<file path="config.mk">
export PLATFORM = sky130hd
export DESIGN_NAME = fifo_write_flat
export DESIGN_NICKNAME = d
export VERILOG_FILES = /design/src/rtl/fifo_write_if.sv /design/src/rtl/fifo_write.sv /design/src/flat_wrapper.sv
export SDC_FILE = /design/constraint.sdc
export NUM_CORES = 1
export LEC_CHECK = 0
export CAP_MARGIN = 20
export CORE_MARGIN = 4
export CORE_UTILIZATION = 30
export DETAILED_ROUTE_END_ITERATION = 10
export HOLD_SLACK_MARGIN = 0.05
export SYNTH_ARGS = -nofsm -noshare
export SYNTH_HDL_FRONTEND = slang
export SYNTH_SLANG_ARGS = --single-unit
</file>
<file path="constraint.sdc">
create_clock -name clk -period 4.81 [get_ports clk]
set_input_delay 0.481 -clock clk [delete_from_list [all_inputs] [get_ports clk]]
set_output_delay 0.481 -clock clk [all_outputs]
set_load 0.005 [all_outputs]
</file>
<file path="src/rtl/fifo_write_if.sv">
// Producer-side bus of fifo_write: control strobes, upstream byte source and transfer-FIFO write port.
// master = fifo_write itself, slave = the surrounding controller/source/FIFO.
interface fifo_write_if;
  logic        err;
  logic [2:0]  so;
  logic [11:0] data_len;
  logic [7:0]  src_data;
  logic        src_valid;
  logic        src_ready;
  logic [7:0]  fifo_txd;
  logic        fifo_txen;
  logic        fifo_full;
  logic        fs;
  logic        fd;

  modport master (
    input  err, data_len, src_data, src_valid, fifo_full, fs,
    output so, src_ready, fifo_txd, fifo_txen, fd
  );

  modport slave (
    output err, data_len, src_data, src_valid, fifo_full, fs,
    input  so, src_ready, fifo_txd, fifo_txen, fd
  );
endinterface

</file>
<file path="src/rtl/fifo_write.sv">
// Frame writer: moves data_len source bytes into the transfer FIFO, then raises fd until fs drops.
// Define FIFO_WRITE_CSUM_EN to append an XOR checksum byte after the payload.
module fifo_write (
  input  logic         clk,
  input  logic         rst,
  fifo_write_if.master bus
);
  localparam logic [2:0] IDLE = 3'd0;
  localparam logic [2:0] PRE  = 3'd1;
  localparam logic [2:0] WORK = 3'd2;
  localparam logic [2:0] LAST = 3'd4;
  localparam logic [2:0] ABRT = 3'd5;
`ifdef FIFO_WRITE_CSUM_EN
  localparam logic [2:0] CSUM = 3'd3;
  localparam logic [2:0] TAIL = CSUM;
`else
  localparam logic [2:0] TAIL = LAST;
`endif

  logic [2:0]  state, state_nxt;
  logic [11:0] len_r, wr_num;
  logic        beat;
`ifdef FIFO_WRITE_CSUM_EN
  logic [7:0]  csum_r;
`endif

  // No skid buffer: a beat only happens when the FIFO can take it this very cycle.
  assign beat   = (state == WORK) && bus.src_valid && !bus.fifo_full;
  assign bus.so = state;
  assign bus.fd = (state == LAST);

  always_comb begin
    state_nxt     = state;
    bus.src_ready = 1'b0;
    bus.fifo_txen = 1'b0;
    bus.fifo_txd  = 8'h00;
    case (state)
      IDLE: if (bus.fs) state_nxt = PRE;
      PRE: begin
        if (bus.err)                    state_nxt = ABRT;
        else if (bus.data_len == 12'd0) state_nxt = TAIL;
        else                            state_nxt = WORK;
      end
      WORK: begin
        bus.src_ready = !bus.fifo_full;
        if (beat) begin
          bus.fifo_txen = 1'b1;
          bus.fifo_txd  = bus.src_data;
        end
        if (bus.err)                                 state_nxt = ABRT;
        else if (beat && wr_num == len_r - 12'd1)    state_nxt = TAIL;
      end
`ifdef FIFO_WRITE_CSUM_EN
      CSUM: begin
        if (!bus.fifo_full) begin
          bus.fifo_txen = 1'b1;
          bus.fifo_txd  = csum_r;
        end
        if (bus.err)            state_nxt = ABRT;
        else if (!bus.fifo_full) state_nxt = LAST;
      end
`endif
      LAST: begin
        if (bus.err)     state_nxt = ABRT;
        else if (!bus.fs) state_nxt = IDLE;
      end
      ABRT: if (!bus.fs && !bus.err) state_nxt = IDLE;
      default: state_nxt = IDLE;
    endcase
  end

  always_ff @(posedge clk) begin
    if (rst) begin
      state  <= IDLE;
      len_r  <= 12'd0;
      wr_num <= 12'd0;
`ifdef FIFO_WRITE_CSUM_EN
      csum_r <= 8'h00;
`endif
    end else begin
      state <= state_nxt;
      if (state == PRE) begin
        len_r  <= bus.data_len;
        wr_num <= 12'd0;
`ifdef FIFO_WRITE_CSUM_EN
        csum_r <= 8'h00;
`endif
      end else if (beat) begin
        wr_num <= wr_num + 12'd1;
`ifdef FIFO_WRITE_CSUM_EN
        csum_r <= csum_r ^ bus.src_data;
`endif
      end
    end
  end
endmodule
</file>
<file path="src/flat_wrapper.sv">
// flat-port wrapper written by rule: the top's interface ports become plain ports
module fifo_write_flat 
  (clk, rst, bus_err, bus_data_len, bus_src_data, bus_src_valid, bus_fifo_full, bus_fs, bus_so, bus_src_ready, bus_fifo_txd, bus_fifo_txen, bus_fd);
  fifo_write_if bus_i ();
  input  logic clk;
  input  logic rst;
  input wire logic [$bits(bus_i.err)-1:0] bus_err;
  input wire logic [$bits(bus_i.data_len)-1:0] bus_data_len;
  input wire logic [$bits(bus_i.src_data)-1:0] bus_src_data;
  input wire logic [$bits(bus_i.src_valid)-1:0] bus_src_valid;
  input wire logic [$bits(bus_i.fifo_full)-1:0] bus_fifo_full;
  input wire logic [$bits(bus_i.fs)-1:0] bus_fs;
  output wire logic [$bits(bus_i.so)-1:0] bus_so;
  output wire logic [$bits(bus_i.src_ready)-1:0] bus_src_ready;
  output wire logic [$bits(bus_i.fifo_txd)-1:0] bus_fifo_txd;
  output wire logic [$bits(bus_i.fifo_txen)-1:0] bus_fifo_txen;
  output wire logic [$bits(bus_i.fd)-1:0] bus_fd;
  assign bus_i.err = bus_err;
  assign bus_i.data_len = bus_data_len;
  assign bus_i.src_data = bus_src_data;
  assign bus_i.src_valid = bus_src_valid;
  assign bus_i.fifo_full = bus_fifo_full;
  assign bus_i.fs = bus_fs;
  assign bus_so = bus_i.so;
  assign bus_src_ready = bus_i.src_ready;
  assign bus_fifo_txd = bus_i.fifo_txd;
  assign bus_fifo_txen = bus_i.fifo_txen;
  assign bus_fd = bus_i.fd;
  fifo_write u_core (.clk(clk), .rst(rst), .bus(bus_i));
endmodule
</file>
# After elaboration in Yosys (flattened, before gate mapping)
# Index checks and enable logic that the tools add are counted.
# totals
regBits	27
out_inout_bits	14
# classes
n_addsub	2
n_eq_ne	9
n_mux	14
reduce_logical	11
# op_table
operator	n
2-to-1 mux 3 bit	8
2-to-1 mux 8 bit	2
case mux 3 bit (5 select lines)	1
adder 12 x 1 -> 12 bit (second input constant)	1
equality test 12 bit	1
logical NOT 12 bit	1
subtractor 12 x 1 -> 12 bit (second input constant)	1
equality test 3 bit (second input constant)	2
!= test 3 bit (second input constant)	2
logical AND 1 bit	4
AND reduction 4 bit	1
equality test 3 x 1 -> 1 bit (second input constant)	1
equality test 3 x 2 -> 1 bit (second input constant)	1
logical NOT 1 bit	3
logical NOT 3 bit	1
2-to-1 mux 1 bit	3
!= test 2 x 1 -> 1 bit (second input constant)	1
!= test 2 bit (second input constant)	1
OR reduction 2 bit	1

# Depth between registers and ports, before layout
# logic_depth
ltp_word	7
depth_mapped	10

# Least setup slack after synthesis
# No wires, ideal clock.
# synth_timing
path_kind	reg2reg
start	reg u_core.len_r[0]
end	reg u_core.state[1], in the netlist u_core.bus.so[1]
arrival_ps	2123
required_time_ps	4679
slack_ps	2556
path_stages_with_launch	11
path_buffers	2
path_cell_list	dfxtp_1 clkbuf_1 inv_1 ha_1 clkbuf_1 inv_1 or4_1 a211oi_1 a311oi_1 o31ai_1 a211oi_1
# synth_between
elab_chain_len	5
# synth_lines
element	line	text
start, declared	fifo_write.sv:21	logic [11:0] len_r, wr_num;
start signal, assigned	fifo_write.sv:83	len_r <= bus.data_len;
subtractor 12 x 1 -> 12 bit	fifo_write.sv:51	else if (beat && wr_num == len_r - 12'd1) state_nxt = TAIL;
equality test 12 bit	fifo_write.sv:51	
logical AND 1 bit	fifo_write.sv:51	
!= test 3 bit (no source line)	-	
AND reduction 4 bit (no source line)	-	
end signal, assigned	fifo_write.sv:81	state <= state_nxt;
end, declared	fifo_write.sv:20	logic [2:0] state, state_nxt;
# Every way passes these cells.
# A chain may end at the register's enable or synchronous reset.

# Worst setup path in the final report
# layout_timing
start	reg u_core.state[1], in the netlist u_core.bus.so[1]
end	out bus_fifo_txen
# layout_between
elab_chain_len	5
# layout_lines
element	line	text
equality test 3 x 2 -> 1 bit *	fifo_write.sv:28, fifo_write.sv:37	
logical AND 1 bit (2 in a row)	fifo_write.sv:28	assign beat = (state == WORK) && bus.src_valid && !bus.fifo_full;
2-to-1 mux 1 bit	fifo_write.sv:46	if (beat) begin
2-to-1 mux 1 bit *	fifo_write.sv:37	case (state)
end, declared	flat_wrapper.sv:16	output wire logic [$bits(bus_i.fifo_txen)-1:0] bus_fifo_txen;
# Mark *: on every way between the ends. The rest lies on a longest branch, timed or not.

==> impl_metrics.env <==
export IMPL_root_buffer="clkbuf_8"
export IMPL_syn_instance_count=225
export IMPL_slowest_stage="nor3b_1"
export IMPL_dieArea_mm2=0.00684
export IMPL_setup_violations=0
export IMPL_synth_cell_types=45
export IMPL_drt_iter0_markers=88
export IMPL_cts_tree="yes"
export IMPL_p_total_uw=541
export IMPL_hold_buffers=0
export IMPL_start_kind="flop"
export IMPL_required_ns=4.33
export IMPL_slew_viol_final=0
export IMPL_fin_crit_ns=3.09
export IMPL_grt_overflow=0
export IMPL_final_util_pct=40.8
export IMPL_hold_depth=2
export IMPL_grt_pass1_vias=1469
export IMPL_r2r_end="u_core.wr_num[11]"
export IMPL_r2r_setup_slack_ns=2.08
export IMPL_start_util_pct=31.8
export IMPL_route_antenna_remaining_nets=0
export IMPL_rsz0062_at_grt="false"
export IMPL_gp_congestion=0.867
export IMPL_dr_pass1_iters=4
export IMPL_post_cts_buffers=0
export IMPL_layout_nets=284
export IMPL_cts_sinks=27
export IMPL_critPathMaxFanout=12
export IMPL_clkLatencyLatePin_ns=0.27
export IMPL_cp_slowest_stage_delay_ns=0.85
export IMPL_groute_usage_overall_pct=13.3
export IMPL_place_port_buffers=39
export IMPL_period_share_pct=64.1
export IMPL_syn_avg_cell_area_um2=7.45
export IMPL_final_hold_violation_count=0
export IMPL_dp_slack_ns=1.93
export IMPL_r2r_start="u_core.bus.so[1]"
export IMPL_pwr_density_cell_mw_per_mm2=251
export IMPL_rows=26
export IMPL_antenna_found_initial=0
export IMPL_grt_pass1_wl_mm=7.07
export IMPL_min_to="u_core.len_r[8]"
export IMPL_max_cap_violations=0
export IMPL_ys_ff_latch=27
export IMPL_vias_per_cell=5.02
export IMPL_status="completed"
export IMPL_grt_max_degree=18
export IMPL_design_area_mm2=0.00215
export IMPL_ctsLongestPathBuffers=2
export IMPL_clk_pin_slew_worst_paths_ns=0.09
export IMPL_placed_area_mm2=0.00211
export IMPL_syn_nets=253
export IMPL_tns_ns=0
export IMPL_die_w_um=82.7
export IMPL_routed_wirelength_mm=4.16
export IMPL_drcViolationCount=0
export IMPL_ys_seq_area_share_pct=32.3
export IMPL_worstPathArrival_ns=2.60
export IMPL_ir_drop_uv=138
export IMPL_hp_class="reg -> reg"
export IMPL_areaGrowthSynthToFinish_pct=28.5
export IMPL_path_class="reg -> out"
export IMPL_final_setup_worst_slack_ns=1.72
export IMPL_htree_num_levels=1
export IMPL_cts_resized=0
export IMPL_skew_ns=0.000833
export IMPL_path_cells="nor3b_1, and2_1, clkdlybuf4s50_1"
export IMPL_cts_buffers_inserted=3
export IMPL_synth_edf_count=0
export IMPL_synth_warnings=0
export IMPL_yosys_most_used_dff="dfxtp_1"
export IMPL_end_kind="primary output"
export IMPL_p_leak_uw=0.000769
export IMPL_worstHoldStart="u_core.len_r[8]"
export IMPL_max_slew_worst_pin_slew_ns=1.01
export IMPL_slew_headroom_pct=32.3
export IMPL_fmaxAchievable_mhz=324
export IMPL_async_reset_ff_share_pct=0
export IMPL_drive_gt1_share_pct=3.14
export IMPL_vias=1630
export IMPL_core_area_mm2=0.00527
export IMPL_place_detailed_hpwl_mm=3.31
export IMPL_boundaryPins=40
export IMPL_die_h_um=82.7
export IMPL_ff2ff_path_depth=5
export IMPL_mappedNetlistArea_mm2=0.00168
export IMPL_wl_per_cell_um=12.8
export IMPL_antenna_cells=0
-- power by group --
group	internal [uW]	switching, uW
Clock	59.3	68.7
Combinational	79.5	79.3
Sequential	235	18.6
Total	374	167
-- kinds of logic after synthesis --
logic type                 Yosys count  synth area share (%)
muxes                                3                  1.87
DFF                                 27                  32.3
and+or+nand+nor                    110                  33.4
AOI/OAI and AO/OA                   44                  16.2
buffers and inverters               19                  4.33
xor gates and xnor gates            20                  10.5
adders and majority gates            2                  1.49
-- worst max-delay path by stage --
stage               cells past startpoint          endpoint        startpoint
floorplan                              10  u_core.bus.so[1]   u_core.len_r[0]
global placement                        4     bus_fifo_txen     bus_src_valid
detailed placement                      4     bus_fifo_txen     bus_src_valid
CTS                                     3     bus_fifo_txen  u_core.bus.so[1]
global route                            3     bus_fifo_txen  u_core.bus.so[1]
finish                                  3     bus_fifo_txen  u_core.bus.so[1]
-- stage by stage --
step | instances | hold WS, ns
after floorplan | 225 | 0.456
after global placement | 321 | 0.480
after detailed placement | 321 | 0.492
after CTS | 325 | 0.504
after global routing | 325 | 0.521
final | 325 | 0.499
-- state kept, by name, indices dropped and copies added, names as in the netlist --
name and count:
u_core.len_r 12, u_core.wr_num 12, u_core.bus.so 3
-- synth_stat cells, drive strengths merged (4+ instances only) --
| library cell | instances | area, um2 |
|---|---|---|
| o21ai | 5 | 25.0 |
| nor4 | 4 | 31.3 |
| nor3 | 6 | 30.0 |
| nand2 | 32 | 120 |
| a31oi | 4 | 25.0 |
| clkbuf | 12 | 46.3 |
| and3 | 9 | 56.3 |
| xnor2 | 10 | 87.6 |
| xor2 | 10 | 87.6 |
| or3 | 5 | 31.3 |
| inv | 5 | 18.8 |
| dfxtp | 27 | 541 |
| nand3 | 7 | 35.0 |
| or4 | 4 | 30.0 |
| nor2 | 23 | 86.3 |
| nand4 | 6 | 37.5 |
| a21oi | 20 | 100 |
-- cell usage in the layout, fill, tap and decap left out, drive strengths merged, types with 3 or more instances in the layout --
cell and n:
clkbuf 4, and3 9, inv 5, dfxtp 27
clkdlybuf4s50 39, nand4 6, or4 4, or3 5
nand2 32, xnor2 10, a21oi 20, o21ai 5
nand3 7, a31oi 4, xor2 10, nor4 4
nor2b 3, nor3 6, nor2 23, a211oi 3
-- worst max-delay path: cells and delay by family (launching register included) --
family	cells	cell delay (ns)
flip-flops	1	0.44
buffers and inverters	1	0.58
AND/OR/NAND/NOR	2	1.32
-- layout make-up --
| class | instances | area [um2] |
|---|---|---|
| Timing Repair Buffer | 40 | 398 |
| Sequential cell | 27 | 541 |
| Inverter | 5 | 18.8 |
| Clock buffer | 4 | 45.0 |
| Fill cell | 576 | 3120 |
| Tap cell | 70 | 87.6 |
| Multi-Input combinational cell | 179 | 1060 |
-- per-layer routing --
layer / GRT usage [%] / vias to the layer above / wire, um
li1: - / 859 / -
met1: 17.6 / 731 / 1960
met2: 22.6 / 35 / 1960
met3: 1.08 / 5 / 198
met4: 4.41 / 0 / 50
met5: 0 / - / 0
Power figures use the tool's default switching activity.
